[src/rtl/bim_ctrl.sv]
// Bimodal predictor table controller: post-reset init sweep, then a single RAM read port shared
// between fetch lookups and queued 2-bit saturating read-modify-write updates.
module bim_ctrl #(
    parameter int         IDX_W      = 10,
    parameter int         UPD_DEPTH  = 4,
    parameter int         STARVE_MAX = 3,
    parameter logic [1:0] INIT_VAL   = 2'b01
) (
    input  logic             clk,
    input  logic             rst,
    input  logic             lkp_valid,
    output logic             lkp_ready,
    input  logic [IDX_W-1:0] lkp_idx,
    output logic             pred_valid,
    output logic             pred_taken,
    output logic [1:0]       pred_cnt,
    input  logic             upd_valid,
    output logic             upd_ready,
    input  logic [IDX_W-1:0] upd_idx,
    input  logic             upd_taken,
    output logic [IDX_W-1:0] ram_a,
    output logic [1:0]       ram_d,
    output logic             ram_we,
    output logic [IDX_W-1:0] ram_dpra,
    input  logic [1:0]       ram_q,
    output logic             init_done
);
    localparam int PTR_W = $clog2(UPD_DEPTH);
    localparam int SC_W  = $clog2(STARVE_MAX + 1);
    localparam logic [0:0] S_INIT = 1'b0;
    localparam logic [0:0] S_RUN  = 1'b1;

    logic [0:0]       state;
    logic [IDX_W-1:0] sweep;
    logic [IDX_W:0]   fifo_mem [UPD_DEPTH];
    logic [PTR_W-1:0] wr_ptr, rd_ptr;
    logic [PTR_W:0]   count;
    logic [SC_W-1:0]  starve_ctr;
    logic             lkp_pend, upd_pend;
    logic [IDX_W-1:0] wb_idx;
    logic             wb_taken;
    logic [1:0]       sat_cnt;
    logic [IDX_W:0]   head;
    logic             run, empty, full, starve, lkp_acc, upd_rd, push;

    assign run     = (state == S_RUN);
    assign empty   = (count == '0);
    assign full    = (count == (PTR_W+1)'(UPD_DEPTH));
    assign starve  = (starve_ctr == SC_W'(STARVE_MAX)) & !empty;
    assign head    = fifo_mem[rd_ptr];

    assign lkp_ready = run & !starve;
    assign upd_ready = run & !full;
    assign lkp_acc   = lkp_valid & lkp_ready;
    assign upd_rd    = run & !lkp_acc & !empty;
    assign push      = upd_valid & upd_ready;

    assign ram_dpra   = lkp_acc ? lkp_idx : head[IDX_W:1];
    assign pred_valid = lkp_pend;
    assign pred_cnt   = ram_q;
    assign pred_taken = ram_q[1];
    assign init_done  = run;

    always_comb begin
        sat_cnt = ram_q;
        if (wb_taken && ram_q != 2'b11)
            sat_cnt = ram_q + 2'b01;
        else if (!wb_taken && ram_q != 2'b00)
            sat_cnt = ram_q - 2'b01;
    end

    // Write enable is gated by rst so nothing reaches the RAM while reset is held.
    assign ram_we = !rst & ((state == S_INIT) | upd_pend);
    assign ram_a  = (state == S_INIT) ? sweep : wb_idx;
    assign ram_d  = (state == S_INIT) ? INIT_VAL : sat_cnt;

    always_ff @(posedge clk or posedge rst) begin
        if (rst) begin
            state <= S_INIT;
            sweep <= '0;
        end else if (state == S_INIT) begin
            sweep <= sweep + IDX_W'(1);
            if (sweep == '1)
                state <= S_RUN;
        end
    end

    always_ff @(posedge clk) begin
        if (push)
            fifo_mem[wr_ptr] <= {upd_idx, upd_taken};
    end

    always_ff @(posedge clk or posedge rst) begin
        if (rst) begin
            wr_ptr     <= '0;
            rd_ptr     <= '0;
            count      <= '0;
            starve_ctr <= '0;
        end else begin
            if (push)
                wr_ptr <= wr_ptr + PTR_W'(1);
            if (upd_rd)
                rd_ptr <= rd_ptr + PTR_W'(1);
            count <= count + (PTR_W+1)'(push) - (PTR_W+1)'(upd_rd);
            // Counts lookup wins only while an update is waiting for the read port.
            if (upd_rd || empty)
                starve_ctr <= '0;
            else if (lkp_acc)
                starve_ctr <= starve_ctr + SC_W'(1);
        end
    end

    always_ff @(posedge clk or posedge rst) begin
        if (rst) begin
            lkp_pend <= 1'b0;
            upd_pend <= 1'b0;
            wb_idx   <= '0;
            wb_taken <= 1'b0;
        end else begin
            lkp_pend <= lkp_acc;
            upd_pend <= upd_rd;
            if (upd_rd) begin
                wb_idx   <= head[IDX_W:1];
                wb_taken <= head[0];
            end
        end
    end
endmodule

[config.mk]
export PLATFORM = sky130hd
export DESIGN_NAME = bim_ctrl
export DESIGN_NICKNAME = d
export VERILOG_FILES = /design/src/rtl/bim_ctrl.sv
export SDC_FILE = /design/constraint.sdc
export NUM_CORES = 1
export LEC_CHECK = 0
export ABC_AREA = 1
export CAP_MARGIN = 30
export CORE_ASPECT_RATIO = 0.7
export CORE_UTILIZATION = 40
export CTS_BUF_LIST = sky130_fd_sc_hd__clkbuf_8 sky130_fd_sc_hd__clkbuf_16
export CTS_CLUSTER_SIZE = 40
export DETAILED_ROUTE_END_ITERATION = 10
export PLACE_DENSITY = 0.72
export SETUP_SLACK_MARGIN = 0.02
export SYNTH_ARGS = -nofsm -noshare
export SYNTH_HDL_FRONTEND = slang
export SYNTH_SLANG_ARGS = --single-unit
[constraint.sdc]
create_clock -name clk -period 6 [get_ports clk]
set_input_delay 1.2 -clock clk [delete_from_list [all_inputs] [get_ports clk]]
set_output_delay 1.2 -clock clk [all_outputs]
set_load 0.05 [all_outputs]
* Word level (Yosys, flattened, before mapping) *
Memory sizes are Yosys's and may differ from the RTL's.
Index checks and enable logic that the tools add are counted.

storage, ports and cells
  flip-flop bits (word level) = 33
  bits in writable memories = 44
  bits of input ports = 27
  output and inout port bits = 30
  logic and storage cells = 56
  memories = 1

memory list
  memory    depth  width  read ports  clocked after memory_dff  wr ports  RTL line  RTL
  fifo_mem  4      11     1           0                         1         35        logic [IDX_W:0] fifo_mem [UPD_DEPTH];

operators by class
  add/sub/neg operators = 8
  equal/unequal tests = 4
  multiplexer cells = 11
  bitwise logic cells = 10
  reductions and logical operators = 12

operator list
  kind                     count
  $mux W10                 2
  $add A10 B1 Y10 const B  1
  $eq A10 B10 Y1 const B   1
  $mux W2                  5
  $add A2 B1 Y2 const B    4
  $and A1 B1 Y1            8
  $logic_not A1 Y1         6
  $mux W1                  4
  $reduce_bool A2 Y1       2
  $add A3 B1 Y3            1
  $eq A3 B3 Y1 const B     1
  $logic_not A3 Y1         1
  $sub A3 B1 Y3            1
  $eq A2 B2 Y1 const B     1
  $logic_and A1 B1 Y1      2
  $ne A2 B2 Y1 const B     1
  $sub A2 B1 Y2 const B    1
  $logic_or A1 B1 Y1       1
  $not A1 Y1               1
  $or A1 B1 Y1             1

* Logic depth before layout (Yosys ltp) *
  depth in word-level cells = 11
  mapped depth = 10
  mapped depth without buffers = 10

* Worst setup path after synthesis *
Ideal clock, no wire load.

  kind = input port to output port
  start point = input ram_q[0]
  end point = output ram_d[0]
  arrival = 2.589 ns
  required time = 4.800 ns
  path slack = 2.211 ns
  cell stages on the path = 4
  path buffers = 0
  cells stage by stage = inv_1 > ha_1 > o21ai_0 > o21ai_0

on the way
  word-level cells in the longest chain between the ends = 5
  elaborated cells on any way between the ends = 9
  classes of those cells = add/sub (2); eq/ne (1); mux (3); reduce/logical (3)

ends and longest elaborated chain
  element                                                RTL line  RTL
  from (decl)                                            25        input logic [1:0] ram_q,
  branches (longest 3 deep; another with $sub A2 B1 Y2)  -
  $mux W2 *                                              66        if (wb_taken && ram_q != 2'b11)
  $mux W2 *                                              75        assign ram_d = (state == S_INIT) ? INIT_VAL : sat_cnt;
  to (decl)                                              22        output logic [1:0] ram_d,

Every way passes the cells marked *.

* Worst setup path after layout *
Ends and elaborated chain as after synthesis.

==> results.py <==
metrics = {
    "yosys": {
        "synth.area.top_cells": "edfxtp_1 37%, dfrtp_1 23%, nand2_1 10%",
        "synth_ff_type": "edfxtp_1",
        "yosysTopAreaCellShare": 0.3654,
        "yosysMostFrequentCell": "nand2_1",
        "synth_top_area_cell": "edfxtp_1",
        "ys_ff_latch": 77,
        "synthCells": 351,
        "synth_cell_types": 32,
        "avgSynthCellArea_um2": 10.30,
        "mappedNetlistArea_um2": 3616,
        "synth_warnings": 0,
        "syn_nets": 390,
        "async_flop_share": 0.4286,
        "ys_seq_area_frac": 0.5938,
        "synth-edff-count": 44,
        "netlist_top_cells_count": "97 x nand2_1, 44 x edfxtp_1, 33 x dfrtp_1",
    },
    "clock_network": {
        "hold_buffers": 0,
        "cts_resized": 0,
        "post_cts_buffers": 0,
        "clk_path_buf_depth": 2,
        "htreeDepth": 3,
        "cts_buffers": 9,
        "clk_latency_ns": 0.33,
        "numClockSinks": 77,
        "cts-root-buf": "clkbuf_16",
        "tritoncts": "done",
        "clk_pin_slew_worst_paths_ns": 0.05,
    },
    "critical_path": {
        "crit_path_end_kind": "output pin",
        "critical_path_arrival_ns": 3.20,
        "cp-start-kind": "input port",
        "worstPathCellList": "clkdlybuf4s50_1 -> inv_1 -> ha_1 -> o21ai_0 -> a21oi_1 -> o21ai_0 -> clkdlybuf4s50_1",
        "required_ns": 4.80,
        "crit_family": "buffers and inverters",
        "path_max_fanout": 4,
        "slowest_delay_ns": 0.82,
        "crit_slowest_cell": "clkdlybuf4s50_1",
        "crit_type": "input port to output pin",
        "timing.critical_path.buf_inv": 3,
    },
    "power_and_ir_drop": {
        "power_frac_clock": 0.466,
        "power_frac_comb": 0.033,
        "power_frac_seq": 0.501,
        "p_per_area_nw_per_um2": 245.9,
        "switchingPower_uw": 221.5,
        "p_sw_frac": 0.1979,
        "peakVddDrop_mv": 0.1420,
        "internal-power_uw": 897.6,
        "leakagePower_uw": 0.001917,
    },
    "sta": {
        "fmax_ghz": 0.2275,
        "worstMarginPinSlew_ns": 0.9831,
        "setup_violations": 0,
        "post-route-period-util": 0.7325,
        "relSlewSlack": 0.3446,
        "rsz0062_at_grt": "no",
        "finalHoldViolCount": 0,
        "slew_violations": 0,
        "fin_crit_ns": 4.395,
        "finalClockSkew_ns": 0.007884,
        "setup_tns_ns": 0,
    },
    "layout": {
        "final_nets": 445,
        "syn2layout_area_growth_pct": 25.88,
        "final_area_um2": 4552,
        "layout-drive-gt1-share": 0.1241,
        "finish.utilization": 0.5282,
        "antennaDiodeCount": 0,
    },
    "drt": {
        "top_layer": "met4",
        "dr_wl_met3_um": 403,
        "ant_nets": 0,
        "detail_route.wirelength_um": 7017,
        "num_vias": 2450,
        "met2WireLength_um": 3100,
        "first_iter_violations": 118,
        "wl_met1_um": 3439,
        "drtPass1Iterations": 4,
        "drc": 0,
        "wl_per_cell_um": 13.21,
        "vias_per_cell": 4.614,
    },
    "outcome": {
        "status": "finished clean",
    },
    "grt": {
        "grt-ovfl-total": 0,
        "grt_max_degree": 34,
        "antenna_found_initial": 0,
        "grt_util_all_layers": 0.1621,
        "grt_pass1_vias": 2231,
        "grt_pass1_wl_um": 11120,
    },
    "floorplanning": {
        "die_area_um2": 9430,
        "die_w_um": 115.6,
        "core-area_um2": 8618,
        "die_h_um": 81.55,
        "io_pins": 57,
        "start_util": 0.4196,
        "rows": 28,
    },
    "placed_design": {
        "gp_congestion": 0.8168,
        "dp_hpwl_um": 4948,
        "port_buffers": 56,
        "place_area_um2": 4248,
    },
    "run": {
        "max_cap_viol_count": 0,
    },
    "min_path": {
        "min_path_type": "register to register",
    },
}
==> cells by family after synthesis <==
family	share of synthesized area
compound gates	0.07059
flops	0.5938
buf+inv	0.07128
fa+ha+maj	0.04360
simple gates	0.1917
xor+xnor	0.02907
==> worst register-to-register path, stage by stage (launching register included) <==
cell	delay [ns]
dfrtp_1	0.99
inv_2	0.31
a21oi_2	0.24
nand2_2	0.15
ha_1	0.31
inv_1	0.04
ha_1	0.18
fa_1	0.39
xnor2_1	0.15
xor2_1	0.14
==> cell usage in the layout, fill, tap and decap left out, types with 2 or more instances in the layout <==
cell type / netlist / final
nand2_1: 97 / 97
clkdlybuf4s50_1: 0 / 56
edfxtp_1: 44 / 44
inv_1: 32 / 33
dfrtp_1: 33 / 33
nand3_1: 25 / 25
nor2_1: 15 / 15
o21ai_1: 13 / 13
o21ai_0: 11 / 11
ha_1: 11 / 11
xor2_1: 10 / 10
nand2_2: 10 / 10
o21ai_2: 9 / 9
clkbuf_16: 0 / 9
inv_2: 4 / 4
a21oi_1: 4 / 4
clkinvlp_4: 0 / 4
buf_6: 2 / 3
nor2_4: 2 / 2
nor3_1: 2 / 2
nand2_4: 2 / 2
xnor2_1: 2 / 2
buf_4: 5 / 2
==> path summary, 6_finish.rpt <==
| path | start | to | slack, ns | cells after the start |
|---|---|---|---|---|
| max | ram_q[0] | ram_d[0] | 1.60 | 7 |
| min | wb_idx[0] | wb_idx[0] | 0.49 | 2 |
| max reg2reg | init_done | count[2] | 3.00 | 9 |
| min reg2reg | wb_idx[0] | wb_idx[0] | 0.49 | 2 |
| max in group asynchronous | rst | pred_valid | 4.38 | 3 |
| min in group asynchronous | rst | upd_pend | 1.32 | 3 |
==> area by class of cell <==
class | instances | area (um^2)
inverters | 37 | 141.4
repair buffers | 61 | 609.3
flip-flops and latches | 77 | 2147
multi-input cells | 220 | 1211
fillers | 781 | 4066
clock buffers | 9 | 225.2
well taps | 120 | 150.1
clock inverters | 7 | 67.56
==> metal layers <==
| layer | up-vias | global-route usage |
|---|---|---|
| met5 | - | 0 |
| met2 | 65 | 0.2539 |
| met1 | 1129 | 0.2121 |
| met4 | 0 | 0.06538 |
| li1 | 1247 | - |
| met3 | 9 | 0.04871 |
==> sequential cells by signal, indices dropped and copies added, names as in the netlist <==
| name | flops |
|---|---|
| fifo_mem | 44 |
| wr_ptr | 2 |
| pred_valid | 1 |
| wb_idx | 10 |
| starve_ctr | 2 |
| init_done | 1 |
| wb_taken | 1 |
| count | 3 |
| rd_ptr | 2 |
| upd_pend | 1 |
| sweep | 10 |
==> through the flow <==
step	setup slack [ns]	hold slack, ns	instances	power [uW]
6_report	1.605	0.4910	531	1119
5_1_grt	1.479	0.5095	531	1157
4_1_cts	1.580	0.4957	530	1132
3_5_place_dp	1.577	0.4822	514	608.2
3_3_place_gp	1.625	0.4767	511	607.4
2_1_floorplan	2.211	0.4591	351	583.3
==> power groups by stage <==
stage                     Combinational, uW  Sequential (uW)  Clock (uW)
after detailed placement               37.1              571           0
final                                  36.5              561         522
after global placement                 36.3              571           0
after floorplan                        12.0              571           0
after global routing                   39.7              560         557
after CTS                              37.3              561         534
Note: power is estimated with default switching activity, not from simulation.
==> patch (same flow settings) <==
Reset style: synchronous (`rst`), changed in 3 clocked blocks.
--- a/src/rtl/bim_ctrl.sv
+++ b/src/rtl/bim_ctrl.sv
@@ -74,7 +74,7 @@
     assign ram_a  = (state == S_INIT) ? sweep : wb_idx;
     assign ram_d  = (state == S_INIT) ? INIT_VAL : sat_cnt;
 
-    always_ff @(posedge clk or posedge rst) begin
+    always_ff @(posedge clk) begin
         if (rst) begin
             state <= S_INIT;
             sweep <= '0;
@@ -90,7 +90,7 @@
             fifo_mem[wr_ptr] <= {upd_idx, upd_taken};
     end
 
-    always_ff @(posedge clk or posedge rst) begin
+    always_ff @(posedge clk) begin
         if (rst) begin
             wr_ptr     <= '0;
             rd_ptr     <= '0;
@@ -110,7 +110,7 @@
         end
     end
 
-    always_ff @(posedge clk or posedge rst) begin
+    always_ff @(posedge clk) begin
         if (rst) begin
             lkp_pend <= 1'b0;
             upd_pend <= 1'b0;
Check against the original RTL: differs if rst is asserted again (counterexample within 4 cycles, from zero or initial values and one cycle with rst high); with rst held inactive, the same outputs for 10 cycles.
==> patch against the unedited design <==
Final area fell by 0.30%; routed wire length rose by 15%; area after synthesis barely moved; clock power fell by 6.9%; sequential share of layout area fell by 2.6 points; power fell by 0.62%; clock skew fell by 0.0019 ns; hold slack got worse by 0.028 ns; first-iteration DRC count rose by 70%; sequential cell count rose by 2; setup slack got worse by 0.27 ns; critical path type unchanged; largest cell class unchanged; highest routed layer unchanged.
==> patch: results (changes against the unedited design) <==
[global_route]
grt_max_degree = 29  ; -15%
grt_first_pass_wirelength_um = 12900  ; +16%
grt_usage = 0.184  ; +0.0219

[place]
port_buffers = 56  ; unchanged
place_area_um2 = 4270  ; +0.50%
hpwlAfterDp_um = 5630  ; +14%
gp_congestion = 0.876  ; +7.2%

[sta]
skew_ns = 0.00598  ; -0.00191 ns

[synth]
ys_seq_area_frac = 0.559  ; -0.0350
syn_nets = 462  ; +18%
synth.area.top_cells = edfxtp_1 (37%), dfxtp_1 (19%), nor2_1 (8.8%)
async_flop_share = 0  ; -0.429
synth_cell_type_count = 23  ; -28%

[route]
routed_via_density = 4.77  ; +3.4%
finalWirelength_um = 8070  ; +15%
drt-initial-drc-count = 201  ; +70%

[power_and_ir_drop]
p_leak_nw = 1.83  ; -4.8%
ir_drop_mv = 0.107  ; -24%
p_sw_mw = 0.231  ; +4.2%

[setup_path]
reg2reg_slack_ns = 3.40  ; +0.40 ns
worstPathArrival_ns = 3.47  ; +0.27 ns
critPathMaxFanout = 15  ; +11

[layout]
layout-drive-gt1-share = 0.0521  ; -0.0720
fin_nets = 514  ; +16%

[outcome]
outcome = completed

## patch: critical path, cell delays in order
cell,delay [ns]
clkdlybuf4s50_1,0.89
nand3_2,0.42
nand2_1,0.19
nand2_1,0.07
clkdlybuf4s50_1,0.70
## patch: cell type report
type	instances	area, µm²
clock buffer	10	239
clock inverter	6	30.0
fill	826	4080
inverter	50	188
multi-input combinational	273	1290
sequential	79	2020
tap	120	150
timing repair buffer	62	617
## patch: cell families after synthesis
family	share of synthesized area
AOI/OAI and AO/OA	0.0989
DFF	0.559
buffers and inverters	0.0840
and+or+nand+nor	0.210
adders and majority gates	0.0436
xor gates and xnor gates	0.00484
## patch: worst paths after layout
kind                                 to                        from  cells past startpoint
setup reg to reg    count[2]$_SDFF_PP0_  starve_ctr[0]$_SDFFE_PP0P_                     10
hold reg to reg   sweep[6]$_SDFFE_PP0N_       sweep[6]$_SDFFE_PP0N_                      2
hold / removal    sweep[6]$_SDFFE_PP0N_       sweep[6]$_SDFFE_PP0N_                      2
setup / recovery            ram_dpra[2]                   lkp_valid                      5
## patch: routing by layer
metal | wire length (µm) | share of wire | up-vias | GRT usage
li1 | - | - | 1463 | -
met1 | 3790 | 0.47 | 1297 | 0.234
met2 | 3580 | 0.44 | 93 | 0.296
met3 | 559 | 0.069 | 10 | 0.0590
met4 | 139 | 0.017 | 0 | 0.0692
met5 | 0 | 0 | - | 0
## patch: stage by stage
stage	cells	setup WS [ns]	util	hold slack [ns]	power (mW)
2_1_floorplan	423	2.21	-	0.436	0.609
3_3_place_gp	580	1.41	0.491	0.448	0.636
3_5_place_dp	584	1.34	0.495	0.459	0.638
4_1_cts	600	1.34	0.527	0.467	1.12
5_1_grt	600	1.21	0.527	0.495	1.15
6_report	600	1.33	0.527	0.463	1.11
## patch: power by group through the flow
stage	Combinational [mW]	Clock [mW]	Sequential, mW
final	0.0522	0.486	0.574
after global routing	0.0561	0.519	0.574
after CTS	0.0523	0.496	0.574
after detailed placement	0.0521	0	0.586
after global placement	0.0511	0	0.585
after floorplan	0.0235	0	0.585
